[src/rtl/pc_seq_pkg.sv]
// Shared opcode encoding and sizing helpers for the PC sequencer and its decoder.
package pc_seq_pkg;

  typedef enum logic [2:0] {
    NEXT   = 3'd0,
    BR_REL = 3'd1,
    JMP    = 3'd2,
    CALL   = 3'd3,
    RET    = 3'd4,
    HOLD   = 3'd5
  } pc_op_t;

  localparam logic [2:0] OPC_NEXT   = 3'd0;
  localparam logic [2:0] OPC_BR_REL = 3'd1;
  localparam logic [2:0] OPC_JMP    = 3'd2;
  localparam logic [2:0] OPC_CALL   = 3'd3;
  localparam logic [2:0] OPC_RET    = 3'd4;
  localparam logic [2:0] OPC_HOLD   = 3'd5;

  // Pointer must represent 0..depth inclusive.
  function automatic int sp_width(input int depth);
    return $clog2(depth + 1);
  endfunction

  function automatic int idx_width(input int depth);
    return (depth > 1) ? $clog2(depth) : 1;
  endfunction

endpackage

[src/rtl/pc_sequencer_ret_stack.sv]
// Return-address LIFO: push writes at sp, pop exposes the entry at sp-1; no error policy here.
// Contents are deliberately left unreset; only the pointer is cleared.
module ret_stack
  import pc_seq_pkg::*;
#(
  parameter int ADDR_W      = 8,
  parameter int STACK_DEPTH = 4
) (
  input  logic              clk,
  input  logic              rst,
  input  logic              push,
  input  logic              pop,
  input  logic [ADDR_W-1:0] push_dat,
  output logic [ADDR_W-1:0] top_dat,
  output logic              full,
  output logic              empty
);

  localparam int SP_W  = sp_width(STACK_DEPTH);
  localparam int IDX_W = idx_width(STACK_DEPTH);

  logic [SP_W-1:0]   sp_q, sp_d;
  logic [ADDR_W-1:0] mem_q [STACK_DEPTH];
  logic [ADDR_W-1:0] mem_d [STACK_DEPTH];
  logic [IDX_W-1:0]  wr_idx, rd_idx;

  assign full    = (sp_q == SP_W'(STACK_DEPTH));
  assign empty   = (sp_q == '0);
  assign wr_idx  = IDX_W'(sp_q);
  assign rd_idx  = IDX_W'(sp_q - 1'b1);
  assign top_dat = mem_q[rd_idx];

  always_comb begin
    sp_d  = sp_q;
    mem_d = mem_q;
    if (push && !full) begin
      mem_d[wr_idx] = push_dat;
      sp_d          = sp_q + 1'b1;
    end else if (pop && !empty) begin
      sp_d = sp_q - 1'b1;
    end
  end

  always_ff @(posedge clk or posedge rst) begin
    if (rst) sp_q <= '0;
    else     sp_q <= sp_d;
  end

  always_ff @(posedge clk) begin
    mem_q <= mem_d;
  end

endmodule

[src/rtl/pc_sequencer.sv]
// Registered program counter with relative branch, absolute jump and call/return.
// Owns the PC mux and the rejected-call/return decision; the return stack only stores.
module pc_sequencer
  import pc_seq_pkg::*;
#(
  parameter int              ADDR_W      = 8,
  parameter int              STACK_DEPTH = 4,
  parameter logic [ADDR_W-1:0] RESET_PC  = '0
) (
  input  logic              clk,
  input  logic              rst,
  input  logic              en,
  input  logic [2:0]        op,
  input  logic              cond,
  input  logic [ADDR_W-1:0] offset,
  input  logic [ADDR_W-1:0] target,
  output logic [ADDR_W-1:0] pc,
  output logic [ADDR_W-1:0] branch_addr,
  output logic              stack_full,
  output logic              stack_empty,
  output logic              stack_err
);

  logic [ADDR_W-1:0] pc_q, pc_d;
  logic              err_q, err_d;
  logic              push, pop;
  logic [ADDR_W-1:0] pc_inc, ret_addr;

  assign pc_inc      = pc_q + 1'b1;
  assign branch_addr = pc_q + offset;
  assign pc          = pc_q;
  assign stack_err   = err_q;

  ret_stack #(
    .ADDR_W      (ADDR_W),
    .STACK_DEPTH (STACK_DEPTH)
  ) u_ret_stack (
    .clk      (clk),
    .rst      (rst),
    .push     (push),
    .pop      (pop),
    .push_dat (pc_inc),
    .top_dat  (ret_addr),
    .full     (stack_full),
    .empty    (stack_empty)
  );

  always_comb begin
    pc_d  = pc_q;
    err_d = 1'b0;
    push  = 1'b0;
    pop   = 1'b0;
    if (en) begin
      case (op)
        NEXT:   pc_d = pc_inc;
        BR_REL: pc_d = cond ? branch_addr : pc_inc;
        JMP:    pc_d = target;
        CALL: begin
          if (stack_full) err_d = 1'b1;
          else begin
            push = 1'b1;
            pc_d = target;
          end
        end
        RET: begin
          if (stack_empty) err_d = 1'b1;
          else begin
            pop  = 1'b1;
            pc_d = ret_addr;
          end
        end
        default: pc_d = pc_q;  // HOLD and reserved codes
      endcase
    end
  end

  always_ff @(posedge clk or posedge rst) begin
    if (rst) begin
      pc_q  <= RESET_PC;
      err_q <= 1'b0;
    end else begin
      pc_q  <= pc_d;
      err_q <= err_d;
    end
  end

endmodule

[config.mk]
export PLATFORM = sky130hd
export DESIGN_NAME = pc_sequencer
export DESIGN_NICKNAME = d
export VERILOG_FILES = /design/src/rtl/pc_seq_pkg.sv /design/src/rtl/pc_sequencer_ret_stack.sv /design/src/rtl/pc_sequencer.sv
export SDC_FILE = /design/constraint.sdc
export NUM_CORES = 1
export LEC_CHECK = 0
export BUFFER_PORTS_ARGS = -buffer_cell sky130_fd_sc_hd__buf_2
export CAP_MARGIN = 20
export CORE_MARGIN = 1
export CORE_UTILIZATION = 53
export CTS_BUF_LIST = sky130_fd_sc_hd__clkbuf_8
export CTS_CLUSTER_DIAMETER = 100
export CTS_CLUSTER_SIZE = 20
export DETAILED_ROUTE_END_ITERATION = 10
export GPL_TIMING_DRIVEN = 0
export PLACE_DENSITY = 0.75
export SLEW_MARGIN = 20
export SYNTH_ARGS = -nofsm -noshare
export SYNTH_HDL_FRONTEND = slang
export SYNTH_HIERARCHICAL = 1
export SYNTH_SLANG_ARGS = --single-unit
[constraint.sdc]
create_clock -name clk -period 5.9 [get_ports clk]
set_clock_uncertainty 0.15 [all_clocks]
set_input_delay 0.295 -clock clk [delete_from_list [all_inputs] [get_ports clk]]
set_output_delay 0.295 -clock clk [all_outputs]
set_load 0.02 [all_outputs]
==> results summary <==
The number of flops mapped to enable cells by yosys came out at 32. The weighted congestion at the end of routability-driven global placement is 0.8100. Buffers inserted to repair hold after CTS numbered 1. The shortest period the worst path allows came out at just under 3 ns. The number of primary I/O pins came out at 42. The number of buffers on the longest clock path came out at 2. The count of final hold-check violations is 0. The path depth of the worst reg2reg path is 9.

The maximum level of the CTS H-tree came out at 2. The top cell types in the final layout, fill and taps aside, are 44 x sky130_fd_sc_hd__buf_2, 32 x sky130_fd_sc_hd__edfxtp_1, 19 x sky130_fd_sc_hd__o21ai_0. The total power density per cell area is around 450 nW/um2.

The flow ran to the end, and the final reports show no timing, DRC or antenna violations. The number of warnings reported in the yosys synthesis log came out at 6. Among all flip-flop cells after synthesis, the most frequent one is sky130_fd_sc_hd__edfxtp_1. The cell at the root of the clock tree is sky130_fd_sc_hd__clkbuf_8. The arrival time at the worst endpoint is roughly 2.5 ns. The count of final max-slew check failures is 0. Entering global routing, the biggest net connects 14 pins.

Synthesis instantiated 58 different standard cells from the library. The number of synthesized register bits is 44. The first-pass GRT wire length is ~9.6 mm. The min-delay analysis places its worst path in the category in -> reg. The startpoint of the lowest-slack register-to-register path is u_ret_stack/sp_q[0]$_DFFE_PP0P_. The sort of element at the end of the critical path is an output port.

Leaving out fill and tap cells, the most frequent cell in the layout is sky130_fd_sc_hd__buf_2. The final routed wirelength across all metal layers is 5.831 mm. The area of the mapped netlist came out at ~2700 um2. The element type at the critical path start is a flip-flop. The remaining design rule violation count is 0. The actual transition at the worst max-transition pin came out at between 0.5 and 0.6 ns. The fill cell total of the finished layout came out at 412. The layout-stage area growth over the synthesis result is 14.07%. The clock-pin transition on the worst setup and hold timing paths is 0.08 ns. The die outline area came out at between 5000 and 6000 um2.

The number of nets in the finished design came out at 315. The proportion of synthesized chip area in sequential cells is 0.4652. The placed instance count came out at 337.

The worst setup path is of the reg -> out kind. The largest driver fanout on the critical path is 7. The via count of the first global-routing pass was about 2100.

The total of buffers placed on input and output ports is slightly above 40. The worst hold path begins at en. The core region is between 4000 and 5000 um2. The number of detailed-route iterations in the first pass is 5. The post-synthesis async set-or-reset flop share came out at 0.2727.

The quantity of gates resized following cts is 0. The post-synth net total is roughly 270. In the post-synthesis netlist, the biggest area contributors are sky130_fd_sc_hd__edfxtp_1 35%, sky130_fd_sc_hd__dfrtp_1 11%, sky130_fd_sc_hd__mux4_2 6.6%. The design area came out at slightly above 3000 um2. The max-slew headroom at the worst pin is 0.6138. The share of final-layout standard cells stronger than drive strength 1 is 0.2652. Derived from the worst setup path, the maximum achievable clock frequency is around 340 MHz.

From left edge to right edge, the die measures about 74 um. The number of antenna violations at the first check in global routing is 0. TritonCTS built the clock tree.

The leakage power summed over all cells came out at roughly 1.2 nW. The cell area after placement is approximately 3000 um2. The total power came out at roughly 1.4 mW. The count of clock tree sinks is 44. The average wire length per cell after detail routing is 16.85 um. The worst-case setup margin in the final layout came out at roughly 2.9 ns. The number of cell rows came out at 25.

TritonCTS created 5 clock buffers. Setup repair after global routing left no endpoint under its margin. The clock latency on the worst-skew pair came out at around 0.28 ns. In the finished design, the share of the clock period the worst path needs comes to 0.5057. The count of nets left with antenna violations once routing finished came out at 0. Counting instances, the worst hold path has a depth of 2. The starting density of the core is 0.5629. Summing over every cut layer, the via total after detailed routing is about 2000. The total congestion overflow after global routing is 0. Once layout is complete, the cells apart from fillers number about 350. The peak ir drop on the vdd network came out at approximately 240 uV. The most critical setup path has its startpoint at pc[0]$_DFFE_PP0P_. 0 antenna diodes ended up in the layout. The share of synthesized area in the top cell type comes to 0.3544. The first routing iteration left 173 violations. The total half-perimeter wirelength after legalization and detailed placement is 4.494 mm. The mean number of vias per cell came out at ~6. The cell count after synthesis came out at between 200 and 250.

Buffers added to address setup during post-CTS repair amount to 0. The required time of the critical path is 5.45 ns. The synthesized design spends more area on one cell type than any other, namely sky130_fd_sc_hd__edfxtp_1. The y dimension of the die came out at roughly 74 um. The final-report setup violation count came out at 0.

The combined global-route utilization of all metal layers came out at 0.2402. Averaged over all synthesized cells, the footprint is roughly 12 um2. The sum of negative setup slack is 0 ns.

The max-capacitance violation count is 0. The post-placement worst setup slack is slightly above 3 ns.
critical path, stage by stage, from the launching register on:
cell and delay (ns):
sky130_fd_sc_hd__dfrtp_1 0.47, sky130_fd_sc_hd__ha_1 0.27, sky130_fd_sc_hd__fa_1 0.45, sky130_fd_sc_hd__a211oi_1 0.32, sky130_fd_sc_hd__o21bai_1 0.15, sky130_fd_sc_hd__mux2i_1 0.15, sky130_fd_sc_hd__or2_2 0.29, sky130_fd_sc_hd__buf_2 0.16
registers in the layout, indices dropped and copies added (netlist names):
| register | count |
|---|---|
| pc | 8 |
| u_ret_stack/mem_q | 32 |
| stack_err | 1 |
| u_ret_stack/sp_q | 3 |
stage by stage:
step,hold slack (ns),utilization
3_5_place_dp,0.04796,0.6229
6_report,0.1676,0.6421
3_3_place_gp,0.04430,0.6229
4_1_cts,0.1503,0.6421
2_1_floorplan,-0.1014,-
5_1_grt,0.1576,0.6421
path summary, 6_finish.rpt:
check | endpoint | slack (ns)
max | branch_addr[6] | 2.92
min | stack_err$_DFF_PP0_ | 0.17
max reg2reg | u_ret_stack/mem_q[5]$_DFFE_PP_ | 3.05
min reg2reg | u_ret_stack/sp_q[2]$_DFFE_PP0P_ | 0.48
max in group asynchronous | pc[4]$_DFFE_PP0P_ | 4.95
min in group asynchronous | u_ret_stack/sp_q[1]$_DFFE_PP0P_ | 0.29
cell usage after synthesis, types with 2 or more instances:
cell	count
sky130_fd_sc_hd__nor3b_1	2
sky130_fd_sc_hd__nor2b_1	3
sky130_fd_sc_hd__nor3_1	2
sky130_fd_sc_hd__a21oi_1	11
sky130_fd_sc_hd__mux2i_1	5
sky130_fd_sc_hd__buf_2	3
sky130_fd_sc_hd__a31oi_1	2
sky130_fd_sc_hd__a211oi_1	3
sky130_fd_sc_hd__buf_4	2
sky130_fd_sc_hd__a2111oi_0	2
sky130_fd_sc_hd__nor2_1	14
sky130_fd_sc_hd__and3_1	2
sky130_fd_sc_hd__o211ai_1	3
sky130_fd_sc_hd__xnor2_1	5
sky130_fd_sc_hd__a211o_1	4
sky130_fd_sc_hd__edfxtp_1	32
sky130_fd_sc_hd__a222oi_1	3
sky130_fd_sc_hd__nand3_1	3
sky130_fd_sc_hd__a221oi_1	2
sky130_fd_sc_hd__xor2_1	4
sky130_fd_sc_hd__o21bai_1	2
sky130_fd_sc_hd__and2_1	10
sky130_fd_sc_hd__o21a_1	2
sky130_fd_sc_hd__mux4_2	8
sky130_fd_sc_hd__nand2b_1	9
sky130_fd_sc_hd__ha_1	13
sky130_fd_sc_hd__a21o_1	2
sky130_fd_sc_hd__or2_2	3
sky130_fd_sc_hd__nand2_1	7
sky130_fd_sc_hd__inv_1	7
sky130_fd_sc_hd__dfrtp_1	12
sky130_fd_sc_hd__o21ai_1	3
sky130_fd_sc_hd__o21ai_0	19
cell type report:
cell class | instances | area (um2) | share of cell area
sequential | 44 | 1261 | 0.4078
clock buffer | 5 | 68.82 | 0.02225
multi-input combinational | 173 | 1394 | 0.4506
clock inverter | 3 | 13.76 | 0.004450
tap | 67 | 83.83 | 0.02710
buffer | 5 | 30.03 | 0.009709
inverter | 7 | 26.28 | 0.008495
timing repair buffer | 42 | 215.2 | 0.06958
power by group:
part,switching [mW],internal [mW]
registers,0.0634,0.414
logic,0.437,0.300
clock network,0.0952,0.0804
total,0.595,0.795
layer usage:
metal | vias to the layer above | GRT usage | share of wire
met1 | 970 | 0.3076 | 0.45
met2 | 57 | 0.3976 | 0.50
met3 | 12 | 0.03429 | 0.031
met4 | 0 | 0.1239 | 0.022
met5 | - | 0 | 0
li1 | 979 | - | -
kinds of logic after synthesis:
logic type,synth area share
xor gates and xnor gates,0.03507
DFF,0.4652
muxes,0.08906
adders and majority gates,0.06738
and+or+nand+nor,0.1454
buffers and inverters,0.02076
AOI/OAI and AO/OA,0.1772
Power figures use the tool's default switching activity.
